**config.mk**
```make
export PLATFORM = sky130hd
export DESIGN_NAME = ptw_arbiter
export DESIGN_NICKNAME = d
export VERILOG_FILES = /design/src/rtl/ptw_arb_pkg.sv /design/src/rtl/rr_pick.sv /design/src/rtl/ptw_arbiter.sv
export SDC_FILE = /design/constraint.sdc
export NUM_CORES = 1
export LEC_CHECK = 0
export CORE_MARGIN = 4
export CORE_UTILIZATION = 40
export CTS_CLUSTER_DIAMETER = 150
export CTS_CLUSTER_SIZE = 20
export DETAILED_ROUTE_END_ITERATION = 10
export HOLD_SLACK_MARGIN = 0.06
export PLACE_DENSITY = 0.95
export SLEW_MARGIN = 30
export SYNTH_ARGS = -nofsm -noshare
export SYNTH_HDL_FRONTEND = slang
export SYNTH_HIERARCHICAL = 1
export SYNTH_SLANG_ARGS = --single-unit
export TNS_END_PERCENT = 30
```
**constraint.sdc**
```tcl
create_clock -name clk -period 3.2 [get_ports clk]
set_input_delay 0.64 -clock clk [delete_from_list [all_inputs] [get_ports clk]]
set_output_delay 0.64 -clock clk [all_outputs]
set_load 0.02 [all_outputs]
```
**src/rtl/ptw_arb_pkg.sv**
```systemverilog
`default_nettype none
// ============================================================================
// Module      : ptw_arb_pkg
// Description : Shared widths, FSM state encoding and helpers for the PTW
//               arbiter and its round-robin picker.
// Revision    : 1.0 - initial release
// ============================================================================
package ptw_arb_pkg;

    localparam int ADDR_W = 32;
    localparam int PTE_W  = 32;

    localparam logic [1:0] S_IDLE  = 2'd0;
    localparam logic [1:0] S_ISSUE = 2'd1;
    localparam logic [1:0] S_WAIT  = 2'd2;
    localparam logic [1:0] S_RET   = 2'd3;

    // Index width for n requesters; a single-requester build still needs one bit.
    function automatic int idx_width(input int n);
        return (n > 1) ? $clog2(n) : 1;
    endfunction

endpackage
`default_nettype wire

```
**src/rtl/rr_pick.sv**
```systemverilog
`default_nettype none
// ============================================================================
// Module      : rr_pick
// Description : Combinational round-robin picker: first set request at or
//               after ptr, wrapping modulo N.
// Revision    : 1.0 - initial release
// ============================================================================
module rr_pick #(
    parameter int N     = 2,
    parameter int IDX_W = ptw_arb_pkg::idx_width(N)
) (
    input  logic [N-1:0]     req,
    input  logic [IDX_W-1:0] ptr,
    output logic             grant_valid,
    output logic [IDX_W-1:0] grant_idx
);

    localparam logic [IDX_W:0] c_num = (IDX_W+1)'(N);

    logic [N-1:0]     w_rot;
    logic [IDX_W-1:0] w_rot_idx;
    logic [IDX_W:0]   w_sum;

    // Rotate so that requester ptr lands at bit 0.
    assign w_rot = N'({req, req} >> ptr);

    always_comb begin
        grant_valid = 1'b0;
        w_rot_idx   = '0;
        for (int k = N - 1; k >= 0; k--) begin
            if (w_rot[k]) begin
                grant_valid = 1'b1;
                w_rot_idx   = IDX_W'(k);
            end
        end
    end

    assign w_sum     = {1'b0, w_rot_idx} + {1'b0, ptr};
    assign grant_idx = (w_sum >= c_num) ? IDX_W'(w_sum - c_num) : w_sum[IDX_W-1:0];

endmodule
`default_nettype wire

```
**src/rtl/ptw_arbiter.sv**
```systemverilog
`default_nettype none
// ============================================================================
// Module      : ptw_arbiter
// Description : Shares one page-table walker between NUM_REQ TLBs, one walk
//               in flight, round-robin grant, PTE routed back to its owner.
// Revision    : 1.0 - initial release
// ============================================================================
module ptw_arbiter #(
    parameter int NUM_REQ = 2,
    parameter int ADDR_W  = ptw_arb_pkg::ADDR_W,
    parameter int PTE_W   = ptw_arb_pkg::PTE_W
) (
    input  logic                      clk,
    input  logic                      rst,
    input  logic [NUM_REQ-1:0]        req_valid_i,
    output logic [NUM_REQ-1:0]        req_ready_o,
    input  logic [NUM_REQ*ADDR_W-1:0] req_vaddr_i,
    output logic [NUM_REQ-1:0]        resp_valid_o,
    input  logic [NUM_REQ-1:0]        resp_ready_i,
    output logic [PTE_W-1:0]          resp_pte_o,
    output logic                      ptw_req_valid_o,
    input  logic                      ptw_req_ready_i,
    output logic [ADDR_W-1:0]         ptw_vaddr_o,
    input  logic                      ptw_resp_valid_i,
    output logic                      ptw_resp_ready_o,
    input  logic [PTE_W-1:0]          ptw_pte_i,
    output logic                      busy_o
);

    import ptw_arb_pkg::*;

    localparam int IDX_W = ptw_arb_pkg::idx_width(NUM_REQ);
    localparam logic [IDX_W:0] c_num_req = (IDX_W+1)'(NUM_REQ);

    logic [1:0]        r_state;
    logic [IDX_W-1:0]  r_owner;
    logic [IDX_W-1:0]  r_rr_ptr;
    logic [ADDR_W-1:0] r_vaddr;
    logic [PTE_W-1:0]  r_pte;

    logic              w_grant_valid;
    logic [IDX_W-1:0]  w_grant_idx;
    logic [ADDR_W-1:0] w_vaddr_arr [NUM_REQ];
    logic [IDX_W:0]    w_owner_inc;
    logic [IDX_W-1:0]  w_owner_next;

    genvar gi;
    generate
        for (gi = 0; gi < NUM_REQ; gi++) begin : g_vaddr
            assign w_vaddr_arr[gi] = req_vaddr_i[gi*ADDR_W +: ADDR_W];
        end
    endgenerate

    rr_pick #(
        .N     (NUM_REQ),
        .IDX_W (IDX_W)
    ) u_pick (
        .req         (req_valid_i),
        .ptr         (r_rr_ptr),
        .grant_valid (w_grant_valid),
        .grant_idx   (w_grant_idx)
    );

    // Next round-robin start is the port after the finishing owner.
    assign w_owner_inc  = {1'b0, r_owner} + {{IDX_W{1'b0}}, 1'b1};
    assign w_owner_next = (w_owner_inc == c_num_req) ? '0 : w_owner_inc[IDX_W-1:0];

    always_comb begin
        req_ready_o      = '0;
        resp_valid_o     = '0;
        ptw_req_valid_o  = 1'b0;
        ptw_resp_ready_o = 1'b0;
        case (r_state)
            S_IDLE:  if (w_grant_valid) req_ready_o[w_grant_idx] = 1'b1;
            S_ISSUE: ptw_req_valid_o  = 1'b1;
            S_WAIT:  ptw_resp_ready_o = 1'b1;
            S_RET:   resp_valid_o[r_owner] = 1'b1;
            default: ;
        endcase
    end

    assign ptw_vaddr_o = r_vaddr;
    assign resp_pte_o  = r_pte;
    assign busy_o      = (r_state != S_IDLE);

    always_ff @(posedge clk) begin
        if (rst) begin
            r_state  <= S_IDLE;
            r_owner  <= '0;
            r_rr_ptr <= '0;
            r_vaddr  <= '0;
            r_pte    <= '0;
        end else begin
            case (r_state)
                S_IDLE: begin
                    if (w_grant_valid) begin
                        r_owner <= w_grant_idx;
                        r_vaddr <= w_vaddr_arr[w_grant_idx];
                        r_state <= S_ISSUE;
                    end
                end
                S_ISSUE: begin
                    if (ptw_req_ready_i) r_state <= S_WAIT;
                end
                S_WAIT: begin
                    if (ptw_resp_valid_i) begin
                        r_pte   <= ptw_pte_i;
                        r_state <= S_RET;
                    end
                end
                S_RET: begin
                    if (resp_ready_i[r_owner]) begin
                        r_rr_ptr <= w_owner_next;
                        r_state  <= S_IDLE;
                    end
                end
                default: r_state <= S_IDLE;
            endcase
        end
    end

endmodule
`default_nettype wire
```
==> impl_metrics.py <==
metrics = {
    "outcome": {
        "status": "finished clean",
    },
    "floorplan": {
        "die_y_um": 92.2,
        "start_util_pct": 41.6,
        "rows": 30,
        "core-area_um2": 6830,
        "ios": 175,
        "die_x_um": 92.2,
        "design.die.area_um2": 8510,
    },
    "yosys": {
        "synth.avg_cell_area_um2": 8.84,
        "netlist_area_um2": 2840,
        "synth_cell_types": 23,
        "syn_nets": 429,
        "synth_area_leaders": "dfxtp_1, mux2i_1, nand2_1, a211oi_1, a21oi_1",
        "ys_ff_latch": 68,
        "synthCells": 321,
        "seq_area_frac_synth_pct": 48.0,
        "ys_warn_count": 6,
        "yosys.area.top_type": "dfxtp_1",
        "yosys.area.top_type_share_pct": 48.0,
    },
    "route": {
        "antenna_left": 0,
        "drc": 0,
        "wl_per_cell_um": 13.5,
        "drt_iter0_drc": 43,
        "dr.pass1.iters": 5,
        "routed_via_density": 4.72,
        "vias": 2759,
        "drt-total-wl_mm": 7.89,
    },
    "layout": {
        "syn2layout_area_growth_pct": 68.8,
        "final_core_util_pct": 70.1,
        "final_common_cell": "clkdlybuf4s50_1",
        "mostFrequentLayoutCells": "clkdlybuf4s50_1, dfxtp_1, nand2_1, nor2_1, mux2i_1",
        "drive_gt1_share_pct": 5.74,
        "stdcell_count": 584,
        "fin_nets": 591,
        "diodes": 0,
        "final_area_um2": 4790,
        "fill_cells": 535,
    },
    "global_routing": {
        "grt_max_degree": 65,
        "antenna_found_initial": 0,
        "overflow": 0,
        "grt_first_pass_wirelength_mm": 12.3,
        "grt_pass1_vias": 2703,
        "grtUsageTotal_pct": 17.9,
    },
    "clock_network": {
        "htree_num_levels": 3,
        "clock-root-buffer": "clkbuf_8",
        "cts_hold_buf": 0,
        "ctsResizeCount": 0,
        "cts_setup_buffers": 0,
        "clk_pin_slew_ps": 70,
        "cts_tree": "built",
        "insertion_delay_ps": 330,
        "cts.sinks": 68,
        "cts_made_buffers": 9,
        "clockBufferDepth": 2,
    },
    "setup_path": {
        "worstPathRequired_ps": 2560,
        "critPathKind": "in -> out",
        "start_kind": "input port",
        "crit_path_end_kind": "output pin",
        "cp.arrival_ps": 2210,
        "cp_max_fo": 3,
    },
    "sta": {
        "slew_headroom_pct": 54.1,
        "rsz0062_at_grt": "no",
        "fin_tns_setup_ps": 0,
        "period_minus_slack_ps": 2850,
        "hold_slack_ps": 454,
        "hold_viol_final": 0,
        "fin_crit_sh_pct": 89.0,
        "worst_pin_slew_ps": 689,
        "worst_clock_skew_ps": 8.91,
        "fmax_mhz": 351,
        "finalMaxSlewViolations": 0,
        "setup_viol": 0,
    },
    "place": {
        "port_buffers": 174,
        "dp_cells": 568,
        "placed_area_um2": 4590,
        "gp_congestion": 0.755,
        "dp_hpwl_mm": 6.08,
    },
    "job": {
        "drv_cap": 0,
    },
    "pwr": {
        "p_leak_nw": 1.77,
        "ir_drop_v": 0.000453,
        "power.density_nw_per_um2": 692,
    },
    "min_path": {
        "hold_class": "reg -> reg",
    },
}
sequential cells by signal (all words and copies together), names as in the netlist:
register     count
r_owner          1
r_rr_ptr         1
ptw_vaddr_o     32
resp_pte_o      32
r_state          2
critical path, stage by stage:
cell	delay, ps
clkdlybuf4s50_1	480
inv_1	50
maj3_2	310
nor2_1	120
clkdlybuf4s50_1	610
where the power goes:
group | switching [mW] | internal, mW | total, mW
Clock | 0.315 | 0.379 | 0.695
Sequential | 0.118 | 1.05 | 1.17
Combinational | 0.746 | 0.703 | 1.45
Total | 1.18 | 2.14 | 3.32
metal layers:
metal / global-route usage (%) / routed length (µm)
met5: 0 / 0
met4: 6.68 / 102
met3: 7.79 / 854
met2: 31.7 / 3900
met1: 18.7 / 3030
worst paths after layout:
check                 startpoint               to  slack [ps]  cells after the start
hold reg to reg   resp_pte_o[23]   resp_pte_o[23]         450                      2
setup / recovery  req_valid_i[0]   req_ready_o[0]         350                      5
hold / removal    resp_pte_o[23]   resp_pte_o[23]         450                      2
setup reg to reg      r_state[0]  ptw_vaddr_o[26]        1450                      5
synth_stat cells (all sizes together):
master / n
ha: 4
nand2: 67
buf: 17
a211oi: 32
and2b: 2
a21oi: 34
a2111oi: 1
clkbuf: 9
and3: 1
nor2b: 2
o21bai: 1
inv: 4
mux2i: 35
maj3: 1
dfxtp: 68
nor2: 35
a2bb2oi: 1
and2: 3
or2: 1
nand2b: 3
kinds of logic after synthesis:
| group | Yosys count | synth area share (%) |
|---|---|---|
| mux | 35 | 12.3 |
| fa+ha+maj | 5 | 2.16 |
| compound gates | 69 | 16.0 |
| flops | 68 | 48.0 |
| simple gates | 114 | 16.4 |
| buf+inv | 30 | 5.20 |
through the flow:
stage          power, mW  worst slack, ps
2_1_floorplan       2.01              972
3_3_place_gp        2.60              407
3_5_place_dp        2.65              357
4_1_cts             3.35              361
5_1_grt             3.51              311
6_report            3.32              351
cell type report:
cell class | count | area (µm²) | area share (%)
multi-input combinational | 223 | 1340 | 27.9
tap | 96 | 120 | 2.51
sequential | 68 | 1360 | 28.4
timing repair buffer | 177 | 1760 | 36.7
clock buffer | 10 | 138 | 2.87
inverter | 4 | 15.0 | 0.313
clock inverter | 6 | 63.8 | 1.33
Note: power is estimated with default switching activity, not from simulation.
